$ cat src/rtl/branch_resolver.sv
// Purpose : resolves one RV32 conditional branch (B-type) per transaction: slices the
//           fields, fetches rs1/rs2 through a shared register-file read port, evaluates
//           funct3, and returns taken / target / next PC.
// Latency : accept -> out_valid is 3 cycles with an immediate grant (+1 per withheld
//           grant cycle); an illegal instruction responds 1 cycle after accept.
// Backpressure: one branch in flight; in_ready stays low from accept until the cycle
//           after the out_valid/out_ready handshake, and the result is held stable meanwhile.
//
// Ports:
//   clk, rst (sync, active-high), flush (sync abort of the in-flight branch)
//   in_valid/in_ready/in_ins/in_pc       : instruction input handshake
//   rf_req/rf_gnt/rf_rs*_addr/rf_rs*_data : shared register-file read port
//   out_valid/out_ready/out_*            : result handshake
// Optional feature: define BRANCH_MISALIGN_TRAP_EN to flag taken targets with bit 1 set
// on out_misaligned; otherwise out_misaligned is tied low.

module branch_resolver #(
    parameter int XLEN = 32
) (
    input  logic            clk,
    input  logic            rst,
    input  logic            flush,
    input  logic            in_valid,
    output logic            in_ready,
    input  logic [31:0]     in_ins,
    input  logic [XLEN-1:0] in_pc,
    output logic            rf_req,
    input  logic            rf_gnt,
    output logic [4:0]      rf_rs1_addr,
    output logic [4:0]      rf_rs2_addr,
    input  logic [XLEN-1:0] rf_rs1_data,
    input  logic [XLEN-1:0] rf_rs2_data,
    output logic            out_valid,
    input  logic            out_ready,
    output logic            out_taken,
    output logic [XLEN-1:0] out_target,
    output logic [XLEN-1:0] out_next_pc,
    output logic            out_illegal,
    output logic            out_misaligned
);

    typedef enum logic [1:0] {
        S_IDLE   = 2'd0,
        S_RF_REQ = 2'd1,
        S_CMP    = 2'd2,
        S_RESP   = 2'd3
    } state_t;

    localparam logic [6:0] OPC_BRANCH = 7'b1100011;

    state_t state_q, state_d;

    // Fields and precomputed addresses captured at accept time.
    logic [2:0]      funct3_q;
    logic [4:0]      rs1_q;
    logic [4:0]      rs2_q;
    logic [XLEN-1:0] target_q;
    logic [XLEN-1:0] pc4_q;
    logic [XLEN-1:0] a_q;
    logic [XLEN-1:0] b_q;
    logic            taken_q;
    logic [XLEN-1:0] next_pc_q;
    logic            illegal_q;
`ifdef BRANCH_MISALIGN_TRAP_EN
    logic            misaligned_q;
`endif

    // ------------------------------------------------------------------
    // Incoming instruction decode
    // ------------------------------------------------------------------
    logic [6:0]      in_opcode;
    logic [2:0]      in_funct3;
    logic [XLEN-1:0] in_imm;
    logic            in_illegal;

    always_comb begin
        in_opcode  = in_ins[6:0];
        in_funct3  = in_ins[14:12];
        // B-type immediate is scattered; bit 0 is always zero.
        in_imm     = {{(XLEN-13){in_ins[31]}}, in_ins[31], in_ins[7],
                      in_ins[30:25], in_ins[11:8], 1'b0};
        // funct3 010/011 are unassigned in the branch opcode space.
        in_illegal = (in_opcode != OPC_BRANCH) || (in_funct3[2:1] == 2'b01);
    end

    // ------------------------------------------------------------------
    // Condition evaluation on captured operands
    // ------------------------------------------------------------------
    logic cond_taken;

    always_comb begin
        cond_taken = 1'b0;
        case (funct3_q)
            3'b000:  cond_taken = (a_q == b_q);
            3'b001:  cond_taken = (a_q != b_q);
            3'b100:  cond_taken = ($signed(a_q) <  $signed(b_q));
            3'b101:  cond_taken = ($signed(a_q) >= $signed(b_q));
            3'b110:  cond_taken = (a_q <  b_q);
            3'b111:  cond_taken = (a_q >= b_q);
            default: cond_taken = 1'b0;
        endcase
    end

    // ------------------------------------------------------------------
    // FSM: state register
    // ------------------------------------------------------------------
    always_ff @(posedge clk) begin
        if (rst) begin
            state_q <= S_IDLE;
        end else begin
            state_q <= state_d;
        end
    end

    // ------------------------------------------------------------------
    // FSM: next-state logic (flush overrides every transition)
    // ------------------------------------------------------------------
    always_comb begin
        state_d = state_q;
        case (state_q)
            S_IDLE: begin
                if (in_valid) begin
                    state_d = in_illegal ? S_RESP : S_RF_REQ;
                end
            end
            S_RF_REQ: begin
                if (rf_gnt) begin
                    state_d = S_CMP;
                end
            end
            S_CMP: begin
                state_d = S_RESP;
            end
            S_RESP: begin
                if (out_ready) begin
                    state_d = S_IDLE;
                end
            end
            default: state_d = S_IDLE;
        endcase
        if (flush) begin
            state_d = S_IDLE;
        end
    end

    // ------------------------------------------------------------------
    // Datapath registers. Nothing is captured in a flush cycle, so a grant
    // or accept coinciding with flush leaves no trace.
    // ------------------------------------------------------------------
    always_ff @(posedge clk) begin
        if (rst) begin
            funct3_q     <= '0;
            rs1_q        <= '0;
            rs2_q        <= '0;
            target_q     <= '0;
            pc4_q        <= '0;
            a_q          <= '0;
            b_q          <= '0;
            taken_q      <= 1'b0;
            next_pc_q    <= '0;
            illegal_q    <= 1'b0;
`ifdef BRANCH_MISALIGN_TRAP_EN
            misaligned_q <= 1'b0;
`endif
        end else if (!flush) begin
            case (state_q)
                S_IDLE: begin
                    if (in_valid) begin
                        funct3_q     <= in_funct3;
                        rs1_q        <= in_ins[19:15];
                        rs2_q        <= in_ins[24:20];
                        // Both candidate PCs are formed up front; wrap is silent.
                        target_q     <= in_pc + in_imm;
                        pc4_q        <= in_pc + XLEN'(4);
                        illegal_q    <= in_illegal;
                        // Illegal instructions respond directly with these values.
                        taken_q      <= 1'b0;
                        next_pc_q    <= in_pc + XLEN'(4);
`ifdef BRANCH_MISALIGN_TRAP_EN
                        misaligned_q <= 1'b0;
`endif
                    end
                end
                S_RF_REQ: begin
                    if (rf_gnt) begin
                        a_q <= rf_rs1_data;
                        b_q <= rf_rs2_data;
                    end
                end
                S_CMP: begin
                    taken_q      <= cond_taken;
                    next_pc_q    <= cond_taken ? target_q : pc4_q;
`ifdef BRANCH_MISALIGN_TRAP_EN
                    misaligned_q <= cond_taken && target_q[1];
`endif
                end
                default: ;
            endcase
        end
    end

    // ------------------------------------------------------------------
    // FSM: outputs. Everything reads zero while rst is held.
    // ------------------------------------------------------------------
    always_comb begin
        in_ready       = 1'b0;
        rf_req         = 1'b0;
        rf_rs1_addr    = '0;
        rf_rs2_addr    = '0;
        out_valid      = 1'b0;
        out_taken      = 1'b0;
        out_target     = '0;
        out_next_pc    = '0;
        out_illegal    = 1'b0;
        out_misaligned = 1'b0;
        if (!rst) begin
            in_ready       = (state_q == S_IDLE);
            rf_req         = (state_q == S_RF_REQ);
            rf_rs1_addr    = rs1_q;
            rf_rs2_addr    = rs2_q;
            out_valid      = (state_q == S_RESP);
            out_taken      = taken_q;
            out_target     = target_q;
            out_next_pc    = next_pc_q;
            out_illegal    = illegal_q;
`ifdef BRANCH_MISALIGN_TRAP_EN
            out_misaligned = misaligned_q;
`endif
        end
    end

endmodule

$ cat config.mk
export PLATFORM = sky130hd
export DESIGN_NAME = branch_resolver
export DESIGN_NICKNAME = d
export VERILOG_FILES = /design/src/rtl/branch_resolver.sv
export SDC_FILE = /design/constraint.sdc
export NUM_CORES = 1
export LEC_CHECK = 0
export BUFFER_PORTS_ARGS = -buffer_cell sky130_fd_sc_hd__buf_2
export CAP_MARGIN = 40
export CORE_MARGIN = 2
export CORE_UTILIZATION = 55
export DETAILED_ROUTE_END_ITERATION = 7
export HOLD_SLACK_MARGIN = 0.12
export PLACE_DENSITY = 0.8
export SYNTH_ARGS = -nofsm -noshare
export SYNTH_HDL_FRONTEND = slang
export SYNTH_SLANG_ARGS = --single-unit
$ cat constraint.sdc
create_clock -name clk -period 5.3 [get_ports clk]
set_input_delay 0.265 -clock clk [delete_from_list [all_inputs] [get_ports clk]]
set_output_delay 0.265 -clock clk [all_outputs]
set_load 0.01 [all_outputs]
==> results.cfg <==
[worst_hold_path]
min_from = rf_rs2_data[15]
hold_path_end = b_q[15]
hold_depth = 3
min_path_type = in2reg

[yosys]
ys_seq_area_frac = 0.345
syn_area_sq_um = 10200
synth_top_flop_cell = dfxtp_1
synth_seq_cells = 176
synth_edf_count = 0
yosys_warnings = 0
synth_nets = 1507
syn-mean-instance-area_sq_um = 7.82
ys_types = 59
async_flop_share = 0
syn-instance-count = 1305

[clocking]
cts_max_path_buffers = 2
cts_sinks = 176
clk_pin_slew_ns = 0.07
clk_latency_ns = 0.43
cts_tree = yes
post-cts-setup-buffers = 0
root_buffer = clkbuf_16
numCtsBuffers = 17
h-tree-depth = 4

[power]
p_per_area_nw_per_um2 = 276
peakVddDrop_mv = 0.215
p_leak_nw = 5.39

[critical_path]
r2r_end = next_pc_q[13]
critPathMaxFanout = 4
endpoint_kind = register
slowest_delay_ns = 0.53
ff2ff_setup_slack_ns = 1.95
cp_cell_sequence = dlygate4sd3_1 > buf_2 > ha_1 > inv_1 > fa_1 > nor2b_1 > o31a_1 > o221ai_1 > a211oi_1 > a41oi_1 > o31ai_1 > a31oi_1 > nor2_1 > a211oi_1
rr_worst_depth = 12
required_ns = 5.60
critPathArrivalTime_ns = 3.91
cp_slowest_cell = a211oi_1
critical_path.top_delay_family = compound AO/OA/AOI/OAI gates
cp-start-kind = input pin
path_class = in2reg
reg2reg_from = b_q[31]
path_common_cell = a211oi_1
critical_path_buf_inv_count = 3

[cells_and_area]
final_common_cell = buf_2
fin_nets = 1755
area_growth_pct = 25.3
multi_input_area_sq_um = 6110
drive_gt1_frac = 0.174
fillers = 1393
regArea_sq_um = 3520
final_cell_mix = 211 x buf_2, 178 x nand2_1, 176 x dfxtp_1
n_antenna_cell = 0

[floorplanning]
io_pins = 214
die_area_sq_um = 19700
die_y_microns = 140
start_util = 0.564
placement_rows = 49
coreArea_sq_um = 18100
die_x_microns = 140

[timing]
skew_ns = 0.0106
tightest_slew_ns = 0.956
post-route-min-period_ns = 3.61
rsz0062_at_grt = false
min_period_over_period = 0.681
slew_headroom = 0.362
max_freq_ghz = 0.277
fin_tns_setup_ns = 0
finalSetupViolations = 0
hold_viol_final = 0
hold_ws_ns = 0.147
slew_violations = 0

[detailed_routing]
wl_microns = 29700
dr_total_vias = 10149
drc_errors = 0
drt_first_pass_iters = 5
antenna_left = 0
wl_per_cell_microns = 16.5
vias_per_cell = 5.65
drtIter0Drc = 692

[global_route]
grt_max_degree = 97
grt_usage = 0.295
grt_pass1_wl_microns = 47200
grt-ovfl-total = 0
antenna_found_initial = 1
grt_pass1_vias = 9696

[placement]
gp_congestion = 0.880
io_buffers = 212
detailed_place_hpwl_microns = 19100

[run]
maxCapViolCount = 0

[status]
status = completed
==> cell families after synthesis <==
group           count (synthesis)  synth area share
simple gates                  501             0.234
mux                            33            0.0324
compound gates                318             0.199
flops                         176             0.345
buf+inv                       155            0.0596
fa+ha+maj                      68            0.0841
xor+xnor                       53            0.0455
other cells                     1          0.000367
==> tightest hold or removal path, delay by kind of cell <==
family                 cells  cell delay [ns]
buffers and inverters      1             0.11
AO/OA/AOI/OAI              1             0.06
AND/OR/NAND/NOR            1             0.07
==> layout make-up <==
type	count	area share
clock inverters	11	0.00831
repair buffers	303	0.156
multi-input cells	974	0.478
flip-flops and latches	176	0.275
clock buffers	21	0.0368
inverters	81	0.0238
well taps	229	0.0224
==> stage by stage <==
step / setup slack, ns / cell area, sq um / utilization / power, mW / instances
6_report: 1.69 / 12800 / 0.707 / 3.53 / 1795
5_1_grt: 1.41 / 12800 / 0.707 / 3.68 / 1795
4_1_cts: 1.74 / 12800 / 0.707 / 3.53 / 1795
3_5_place_dp: 1.93 / 11400 / 0.632 / 2.26 / 1685
3_3_place_gp: 2.01 / 11400 / 0.629 / 2.24 / 1682
2_1_floorplan: 2.45 / 10200 / - / 2.03 / 1305
==> layer usage <==
| metal | vias to the layer above | wire, microns | GRT usage | part of all wire |
|---|---|---|---|---|
| li1 | 4973 | - | - | - |
| met1 | 4757 | 12800 | 0.373 | 0.43 |
| met2 | 369 | 14500 | 0.517 | 0.49 |
| met3 | 48 | 1800 | 0.0479 | 0.061 |
| met4 | 2 | 561 | 0.0893 | 0.019 |
| met5 | - | 18 | 0 | 0.00061 |
==> where the power goes <==
part | internal (mW) | switching [mW] | leakage [nW]
sequential | 1.40 | 0.0324 | 1.44
combinational | 0.381 | 0.476 | 3.68
clock | 0.689 | 0.547 | 0.276
total | 2.47 | 1.06 | 5.39
==> cells in the mapped netlist, types with 8 or more instances <==
cell type	instances	area share
nand2_1	178	0.065
dfxtp_1	176	0.35
a21oi_1	138	0.068
nor2_1	114	0.042
inv_1	80	0.029
nand2b_1	68	0.042
ha_1	67	0.082
clkbuf_1	62	0.023
nor2b_1	53	0.032
o21ai_0	48	0.024
mux2i_1	33	0.032
o32ai_1	31	0.027
xnor2_1	27	0.023
xor2_1	26	0.022
a2bb2oi_1	22	0.019
nand3_1	21	0.010
nor3_1	21	0.010
nand4_1	15	0.0092
o22a_1	15	0.013
a21o_1	13	0.0096
buf_1	8	0.0029
==> how the worst max path moves through the flow <==
stage	from	end	slack [ns]	cells past startpoint
finish	in_pc[1]	target_q[29]	1.69	14
global placement	b_q[31]	next_pc_q[7]	2.01	12
detailed placement	in_pc[1]	target_q[29]	1.93	13
CTS	in_pc[1]	target_q[29]	1.74	14
floorplan	b_q[13]	next_pc_q[10]	2.45	12
global route	in_pc[1]	target_q[29]	1.41	13
==> sequential cells by signal, summed over array words and instances (netlist names) <==
name	flops
pc4_q	31
next_pc_q	32
a_q	32
rs2_q	5
funct3_q	3
state_q	2
rs1_q	5
illegal_q	1
taken_q	1
b_q	32
target_q	32
==> timing repair <==
item                                   in CTS  in global routing
endpoints found under the hold margin      78                  0
gates resized for setup                     0                  0
hold buffers                               78                  0
Power figures use the tool's default switching activity.
